## config.mk

```make
export PLATFORM = sky130hd
export DESIGN_NAME = uart_bus_arbiter_flat
export DESIGN_NICKNAME = d
export VERILOG_FILES = /design/src/rtl/uart_arb_pkg.sv /design/src/rtl/uart_bus_arbiter_if.sv /design/src/rtl/arb_watchdog.sv /design/src/rtl/uart_bus_arbiter.sv /design/src/flat_wrapper.sv
export SDC_FILE = /design/constraint.sdc
export NUM_CORES = 1
export LEC_CHECK = 0
export ABC_AREA = 1
export BUFFER_PORTS_ARGS = -buffer_cell sky130_fd_sc_hd__buf_2
export CORE_UTILIZATION = 42
export DETAILED_ROUTE_END_ITERATION = 10
export HOLD_SLACK_MARGIN = 0.08
export PLACE_DENSITY = 0.84
export SYNTH_ARGS = -nofsm -noshare
export SYNTH_HDL_FRONTEND = slang
export SYNTH_SLANG_ARGS = --single-unit
export TNS_END_PERCENT = 1
```

## constraint.sdc

```tcl
create_clock -name clk -period 1.3 [get_ports clk]
set_clock_uncertainty 0.15 [all_clocks]
set_input_delay 0.13 -clock clk [delete_from_list [all_inputs] [get_ports clk]]
set_output_delay 0.13 -clock clk [all_outputs]
set_load 0.01 [all_outputs]
```

## src/rtl/uart_arb_pkg.sv

```systemverilog
// Shared definitions for the UART bus arbiter.
//   arb_state_e : arbitration FSM state encoding (IDLE / OWN / GAP)
//   TX_IDLE     : inactive level of the active-low transmit start strobe
//   REQ_FETCH   : requester index of the instruction-fetch port
//   REQ_LSU     : requester index of the load/store port
//   rr_pick     : round-robin winner among the two requesters
package uart_arb_pkg;

  typedef enum logic [1:0] {
    ST_IDLE = 2'd0,
    ST_OWN  = 2'd1,
    ST_GAP  = 2'd2
  } arb_state_e;

  localparam logic TX_IDLE   = 1'b1;
  localparam logic REQ_FETCH = 1'b0;
  localparam logic REQ_LSU   = 1'b1;

  // Under contention the requester that did not own the channel last wins;
  // otherwise whichever one is asking.
  function automatic logic rr_pick(input logic req0, input logic req1, input logic last);
    return (req0 && req1) ? ~last : req1;
  endfunction

endpackage

```

## src/rtl/uart_bus_arbiter_if.sv

```systemverilog
// Requester-side channel of the UART bus arbiter (one instance per requester).
//   req      : requester wants the channel (level, held for whole transaction)
//   done     : transaction-complete pulse
//   tx_start : transmit start, active-low
//   tx_data  : transmit byte
//   grant    : channel owned by this requester
//   tx_done  : UART tx_done gated to this requester
//   rx_do    : UART rx_do gated to this requester
//   rx_data  : UART received byte (broadcast, qualified by rx_do)
// Modports: master = requester side, slave = arbiter side.
interface uart_bus_arbiter_if;

  logic       req;
  logic       done;
  logic       tx_start;
  logic [7:0] tx_data;
  logic       grant;
  logic       tx_done;
  logic       rx_do;
  logic [7:0] rx_data;

  modport master (
    output req, done, tx_start, tx_data,
    input  grant, tx_done, rx_do, rx_data
  );

  modport slave (
    input  req, done, tx_start, tx_data,
    output grant, tx_done, rx_do, rx_data
  );

endinterface

```

## src/rtl/arb_watchdog.sv

```systemverilog
// Idle-cycle watchdog for the UART bus arbiter.
//   clk    : system clock
//   reset  : asynchronous active-low reset
//   clear  : UART activity this cycle, restarts the idle count
//   enable : a grant is active; count is held at zero otherwise
//   expire : TIMEOUT consecutive idle enabled cycles have elapsed (this cycle)
// TIMEOUT must be nonzero and below 2**TO_W.
module arb_watchdog #(
  parameter int unsigned TO_W    = 16,
  parameter int unsigned TIMEOUT = 50000
) (
  input  logic clk,
  input  logic reset,
  input  logic clear,
  input  logic enable,
  output logic expire
);

  localparam logic [TO_W-1:0] LastCount = TO_W'(TIMEOUT - 1);

  logic [TO_W-1:0] count_q;

  // Held at zero outside a grant, so every grant starts from a clean count.
  always_ff @(posedge clk or negedge reset) begin
    if (!reset) begin
      count_q <= '0;
    end else if (!enable || clear) begin
      count_q <= '0;
    end else begin
      count_q <= count_q + TO_W'(1);
    end
  end

  assign expire = enable & ~clear & (count_q == LastCount);

endmodule

```

## src/rtl/uart_bus_arbiter.sv

```systemverilog
// Round-robin arbiter sharing one UART byte channel between two requesters
// (0 = instruction fetch, 1 = load/store unit), with an idle watchdog.
//   clk           : system clock
//   reset         : asynchronous active-low reset
//   req0_bus      : requester 0 channel (slave side)
//   req1_bus      : requester 1 channel (slave side)
//   uart_tx_start : to UART, active-low, owner's tx_start
//   uart_tx_data  : to UART, owner's tx_data
//   uart_tx_done  : UART byte transmitted
//   uart_rx_do    : UART byte received
//   uart_rx_data  : UART received byte
//   busy          : arbiter not idle
//   timeout       : one-cycle pulse when the watchdog reclaims the channel
module uart_bus_arbiter
  import uart_arb_pkg::*;
#(
  parameter int unsigned TO_W    = 16,
  parameter int unsigned TIMEOUT = 50000
) (
  input  logic                 clk,
  input  logic                 reset,
  uart_bus_arbiter_if.slave    req0_bus,
  uart_bus_arbiter_if.slave    req1_bus,
  output logic                 uart_tx_start,
  output logic [7:0]           uart_tx_data,
  input  logic                 uart_tx_done,
  input  logic                 uart_rx_do,
  input  logic [7:0]           uart_rx_data,
  output logic                 busy,
  output logic                 timeout
);

  arb_state_e state_q;
  logic       own_q;
  logic       last_q;
  logic       grant0_q;
  logic       grant1_q;
  logic       timeout_q;

  logic       own_req;
  logic       own_done;
  logic       activity;
  logic       wd_enable;
  logic       expire;

  always_comb begin
    own_req  = (own_q == REQ_LSU) ? req1_bus.req  : req0_bus.req;
    own_done = (own_q == REQ_LSU) ? req1_bus.done : req0_bus.done;
  end

  assign activity  = uart_tx_done | uart_rx_do;
  assign wd_enable = (state_q == ST_OWN);

  arb_watchdog #(
    .TO_W    (TO_W),
    .TIMEOUT (TIMEOUT)
  ) u_watchdog (
    .clk    (clk),
    .reset  (reset),
    .clear  (activity),
    .enable (wd_enable),
    .expire (expire)
  );

  always_ff @(posedge clk or negedge reset) begin
    if (!reset) begin
      state_q   <= ST_IDLE;
      own_q     <= REQ_FETCH;
      last_q    <= REQ_LSU;
      grant0_q  <= 1'b0;
      grant1_q  <= 1'b0;
      timeout_q <= 1'b0;
    end else begin
      timeout_q <= 1'b0;
      unique case (state_q)
        ST_IDLE: begin
          if (req0_bus.req || req1_bus.req) begin
            own_q    <= rr_pick(req0_bus.req, req1_bus.req, last_q);
            grant0_q <= (rr_pick(req0_bus.req, req1_bus.req, last_q) == REQ_FETCH);
            grant1_q <= (rr_pick(req0_bus.req, req1_bus.req, last_q) == REQ_LSU);
            state_q  <= ST_OWN;
          end
        end
        ST_OWN: begin
          if (own_done || !own_req || expire) begin
            state_q   <= ST_GAP;
            grant0_q  <= 1'b0;
            grant1_q  <= 1'b0;
            last_q    <= own_q;
            // Only a release caused by the watchdog alone is a timeout.
            timeout_q <= !own_done && own_req && expire;
          end
        end
        ST_GAP: begin
          state_q <= ST_IDLE;
        end
        default: begin
          state_q  <= ST_IDLE;
          grant0_q <= 1'b0;
          grant1_q <= 1'b0;
        end
      endcase
    end
  end

  // Routing follows the registered grants, so UART events outside OWN are dropped.
  always_comb begin
    uart_tx_start = TX_IDLE;
    uart_tx_data  = 8'h00;
    if (grant0_q) begin
      uart_tx_start = req0_bus.tx_start;
      uart_tx_data  = req0_bus.tx_data;
    end else if (grant1_q) begin
      uart_tx_start = req1_bus.tx_start;
      uart_tx_data  = req1_bus.tx_data;
    end
  end

  assign req0_bus.grant   = grant0_q;
  assign req1_bus.grant   = grant1_q;
  assign req0_bus.tx_done = uart_tx_done & grant0_q;
  assign req1_bus.tx_done = uart_tx_done & grant1_q;
  assign req0_bus.rx_do   = uart_rx_do & grant0_q;
  assign req1_bus.rx_do   = uart_rx_do & grant1_q;
  assign req0_bus.rx_data = uart_rx_data;
  assign req1_bus.rx_data = uart_rx_data;

  assign busy    = (state_q != ST_IDLE);
  assign timeout = timeout_q;

endmodule

```

## src/flat_wrapper.sv

```systemverilog
// flat-port wrapper written by rule: the top's interface ports become plain ports
module uart_bus_arbiter_flat import uart_arb_pkg::*;
#(
  parameter int unsigned TO_W    = 16,
  parameter int unsigned TIMEOUT = 50000
)
  (clk, reset, uart_tx_start, uart_tx_data, uart_tx_done, uart_rx_do, uart_rx_data, busy, timeout, req0_bus_req, req0_bus_done, req0_bus_tx_start, req0_bus_tx_data, req0_bus_grant, req0_bus_tx_done, req0_bus_rx_do, req0_bus_rx_data, req1_bus_req, req1_bus_done, req1_bus_tx_start, req1_bus_tx_data, req1_bus_grant, req1_bus_tx_done, req1_bus_rx_do, req1_bus_rx_data);
  uart_bus_arbiter_if req0_bus_i ();
  uart_bus_arbiter_if req1_bus_i ();
  input  logic clk;
  input  logic reset;
  output logic uart_tx_start;
  output logic [7:0] uart_tx_data;
  input  logic uart_tx_done;
  input  logic uart_rx_do;
  input  logic [7:0] uart_rx_data;
  output logic busy;
  output logic timeout;
  input wire logic [$bits(req0_bus_i.req)-1:0] req0_bus_req;
  input wire logic [$bits(req0_bus_i.done)-1:0] req0_bus_done;
  input wire logic [$bits(req0_bus_i.tx_start)-1:0] req0_bus_tx_start;
  input wire logic [$bits(req0_bus_i.tx_data)-1:0] req0_bus_tx_data;
  output wire logic [$bits(req0_bus_i.grant)-1:0] req0_bus_grant;
  output wire logic [$bits(req0_bus_i.tx_done)-1:0] req0_bus_tx_done;
  output wire logic [$bits(req0_bus_i.rx_do)-1:0] req0_bus_rx_do;
  output wire logic [$bits(req0_bus_i.rx_data)-1:0] req0_bus_rx_data;
  input wire logic [$bits(req1_bus_i.req)-1:0] req1_bus_req;
  input wire logic [$bits(req1_bus_i.done)-1:0] req1_bus_done;
  input wire logic [$bits(req1_bus_i.tx_start)-1:0] req1_bus_tx_start;
  input wire logic [$bits(req1_bus_i.tx_data)-1:0] req1_bus_tx_data;
  output wire logic [$bits(req1_bus_i.grant)-1:0] req1_bus_grant;
  output wire logic [$bits(req1_bus_i.tx_done)-1:0] req1_bus_tx_done;
  output wire logic [$bits(req1_bus_i.rx_do)-1:0] req1_bus_rx_do;
  output wire logic [$bits(req1_bus_i.rx_data)-1:0] req1_bus_rx_data;
  assign req0_bus_i.req = req0_bus_req;
  assign req0_bus_i.done = req0_bus_done;
  assign req0_bus_i.tx_start = req0_bus_tx_start;
  assign req0_bus_i.tx_data = req0_bus_tx_data;
  assign req0_bus_grant = req0_bus_i.grant;
  assign req0_bus_tx_done = req0_bus_i.tx_done;
  assign req0_bus_rx_do = req0_bus_i.rx_do;
  assign req0_bus_rx_data = req0_bus_i.rx_data;
  assign req1_bus_i.req = req1_bus_req;
  assign req1_bus_i.done = req1_bus_done;
  assign req1_bus_i.tx_start = req1_bus_tx_start;
  assign req1_bus_i.tx_data = req1_bus_tx_data;
  assign req1_bus_grant = req1_bus_i.grant;
  assign req1_bus_tx_done = req1_bus_i.tx_done;
  assign req1_bus_rx_do = req1_bus_i.rx_do;
  assign req1_bus_rx_data = req1_bus_i.rx_data;
  uart_bus_arbiter #(.TO_W(TO_W), .TIMEOUT(TIMEOUT)) u_core (.clk(clk), .reset(reset), .req0_bus(req0_bus_i), .req1_bus(req1_bus_i), .uart_tx_start(uart_tx_start), .uart_tx_data(uart_tx_data), .uart_tx_done(uart_tx_done), .uart_rx_do(uart_rx_do), .uart_rx_data(uart_rx_data), .busy(busy), .timeout(timeout));
endmodule
```

==> flow_summary.json <==
{
  "path_max_fanout": 12,
  "async_reset_ff_frac": 1.000,
  "ios": 67,
  "dieArea_sq_um": 3680,
  "htreeDepth": 1,
  "cp.arrival_ns": 1.27,
  "worst_slack_ns": -0.2483,
  "synth-seq-cells": 23,
  "viasPerCell": 4.707,
  "tritoncts": "yes",
  "dp_hpwl_um": 2307,
  "finalMaxSlewViolations": 0,
  "hold_class": "in -> out",
  "grt_antenna_before_repair": 0,
  "critPathKind": "reg -> out",
  "clockRootBuffer": "clkbuf_4",
  "yosysSeqAreaShare": 0.3991,
  "layout_min_cycle_time_ns": 1.548,
  "drt-pass1-iter-count": 4,
  "syn_inst": 187,
  "busiest_layer": "met2",
  "cp.required_ns": 1.02,
  "cap_violations": 0,
  "min_period_over_period": 1.191,
  "p_leak_uw": 0.001083,
  "clock_sinks": 23,
  "synth_top_cell_area_share": 0.3810,
  "synthFlopType": "dfrtp_1",
  "synth_cell_types": 27,
  "ys.warnings.count": 0,
  "max_freq_mhz": 645.9,
  "wl_per_cell_um": 11.90,
  "reg2reg_depth": 7,
  "worstPathCellList": "buf_6 -> a22o_1 -> buf_2",
  "die_y_um": 60.66,
  "num_antenna_cells": 0,
  "path_depth": 3,
  "crit_slowest_cell": "dfrtp_1",
  "synth_area_leader_cell": "dfrtp_1",
  "gp_congestion": 0.8260,
  "slew_headroom": 0.6565,
  "syn_to_final_growth_pct": 37.06,
  "cts.clk_slew.worst_paths_ns": 0.12,
  "synth_area_leaders": "dfrtp_1 (38%), nand2_1 (9.4%), buf_4 (8.8%)",
  "clk_path_buf_depth": 2,
  "drc": 0,
  "ir_worst_vdd_v": 0.0009003,
  "grt_pass1_vias": 1279,
  "cp-start-kind": "flip-flop",
  "hold_depth": 0,
  "route.antenna.remaining_nets": 0,
  "finalHoldViolCount": 0,
  "core_sq_um": 3153,
  "wl_um": 3451,
  "portBuffers": 42,
  "stdcell_count": 290,
  "worst_pin_slew_ns": 0.5153,
  "synth.cell_area_sq_um": 1445,
  "endpoint_kind": "primary output",
  "clock_latency_ns": 0.32,
  "synth_edf_count": 0,
  "rsz0062_at_grt": "yes",
  "rows": 20,
  "violations": "negative setup slack",
  "syn_nets": 222,
  "dp_cells": 277,
  "crit_family": "flip-flops",
  "postSynthAreaPerCell_sq_um": 7.728,
  "die_width_um": 60.66,
  "fin_area_sq_um": 1981,
  "drtIter0Drc": 40,
  "vias": 1365,
  "placed_area_sq_um": 1747,
  "start_util": 0.4583,
  "slowest_delay_ns": 0.43,
  "worst-path-buf-inv": 2,
  "grt_overflow": 0,
  "cts_made_buffers": 3,
  "drive_above_1_share": 0.4715,
  "n_fill_cell": 263,
  "gr-usage-met3": 0.04264,
  "globalRouteMet2Util": 0.3454,
  "status": "complete, but fails checks",
  "finalSetupViolCount": 32,
  "grt_usage": 0.1921,
  "fin_nets": 282,
  "powerDensity_nw_per_um2": 1201,
  "grt_max_degree": 24,
  "grt_util_met1": 0.2044,
  "grt_first_pass_wirelength_um": 5057
}
worst reg2reg max path, cell delays in order, from the launching register on:
cell     delay, ns
dfrtp_1       0.53
nand3_4       0.13
nor2_4        0.16
nand2_4       0.08
nor2_8        0.15
buf_4         0.13
buf_4         0.09
nor3_2        0.03
layout make-up:
cell class | instances | area (sq um) | share of cell area
clock inverter | 1 | 5.005 | 0.002527
sequential | 23 | 576.8 | 0.2912
timing repair buffer | 73 | 483.0 | 0.2438
clock buffer | 3 | 22.52 | 0.01137
inverter | 33 | 131.4 | 0.06633
multi-input combinational | 113 | 706.9 | 0.3569
tap | 44 | 55.05 | 0.02780
cell usage after synthesis (2+ instances only):
| master | number |
|---|---|
| nand2_1 | 36 |
| xor2_1 | 2 |
| dfrtp_1 | 22 |
| a21oi_1 | 8 |
| nand3_1 | 4 |
| inv_1 | 29 |
| inv_2 | 4 |
| a22o_1 | 8 |
| nor2_1 | 22 |
| o21ai_1 | 7 |
| buf_4 | 17 |
| o21ai_0 | 5 |
| nand3_2 | 3 |
| nor3_2 | 2 |
| nor2_2 | 4 |
| nand2_2 | 2 |
| nand2_4 | 2 |
metrics by stage:
stage	power [uW]	setup WS [ns]	hold WS, ns	utilization	TNS, ns
2_1_floorplan	1466	-0.1213	-0.3156	-	-0.4289
3_3_place_gp	1772	-0.1610	-0.02460	0.5540	-0.9591
3_5_place_dp	1805	-0.2153	-0.01584	0.5540	-1.525
4_1_cts	2254	-0.2484	0.1101	0.5944	-3.638
5_1_grt	2562	-0.3122	0.1100	0.6282	-7.573
6_report	2380	-0.2483	0.1100	0.6282	-4.626
logic make-up after synthesis:
kind of cell	after synthesis	synth area share
XOR/XNOR	2	0.01212
flip-flops	23	0.3991
AO/OA/AOI/OAI	29	0.1238
AND/OR/NAND/NOR	81	0.2797
adder cells (fa/ha/maj)	1	0.008657
buffers and inverters	51	0.1766
power breakdown:
group / internal (uW) / switching [uW]
clock: 115 / 228
combinational: 520 / 620
sequential: 814 / 84.0
total: 1450 / 931
what timing repair did:
action | 4_1_cts | 5_1_grt
hold buffers | 5 | 0
resized for setup | 14 | 26
buffers inserted | 1 | 3
endpoints found under the hold margin | 27 | 0
endpoints found under the setup margin | 36 | 38
pin swaps | 6 | 10
placed cells by master, fill, tap and decap left out, types with 5 or more instances in the layout:
| cell type | instances |
|---|---|
| a21oi_1 | 8 |
| nor2_1 | 17 |
| nor2_2 | 6 |
| nand2_1 | 27 |
| a22o_1 | 8 |
| buf_4 | 22 |
| o21ai_1 | 7 |
| inv_1 | 23 |
| inv_2 | 8 |
| buf_2 | 40 |
| nand2_2 | 9 |
| dlygate4sd3_1 | 5 |
| buf_6 | 6 |
| dfrtp_1 | 22 |
flip-flops by register name, summed over array words and instances (netlist names):
name	count
u_core.timeout	1
u_core.req0_bus.grant	1
u_core.last_q	1
u_core.own_q	1
u_core.u_watchdog.count_q	16
u_core.req1_bus.grant	1
u_core.state_q	2
routing by layer:
layer  routed length (um)  up-vias
met5                    0        -
li1                     -      687
met3                  137       13
met4                   98        0
met2                 1852       34
met1                 1363      631
final timing paths:
kind / startpoint / endpoint / slack (ns)
setup / recovery: u_core.req0_bus.grant / uart_tx_data[2] / -0.25
max in group asynchronous: reset / u_core.last_q / 0.48
hold reg to reg: u_core.last_q / u_core.last_q / 0.33
hold / removal: uart_rx_data[3] / req1_bus_rx_data[3] / 0.11
setup reg to reg: u_core.u_watchdog.count_q[2] / u_core.u_watchdog.count_q[9] / -0.22
min in group asynchronous: reset / u_core.u_watchdog.count_q[7] / 0.16
Note: power is estimated with default switching activity, not from simulation.
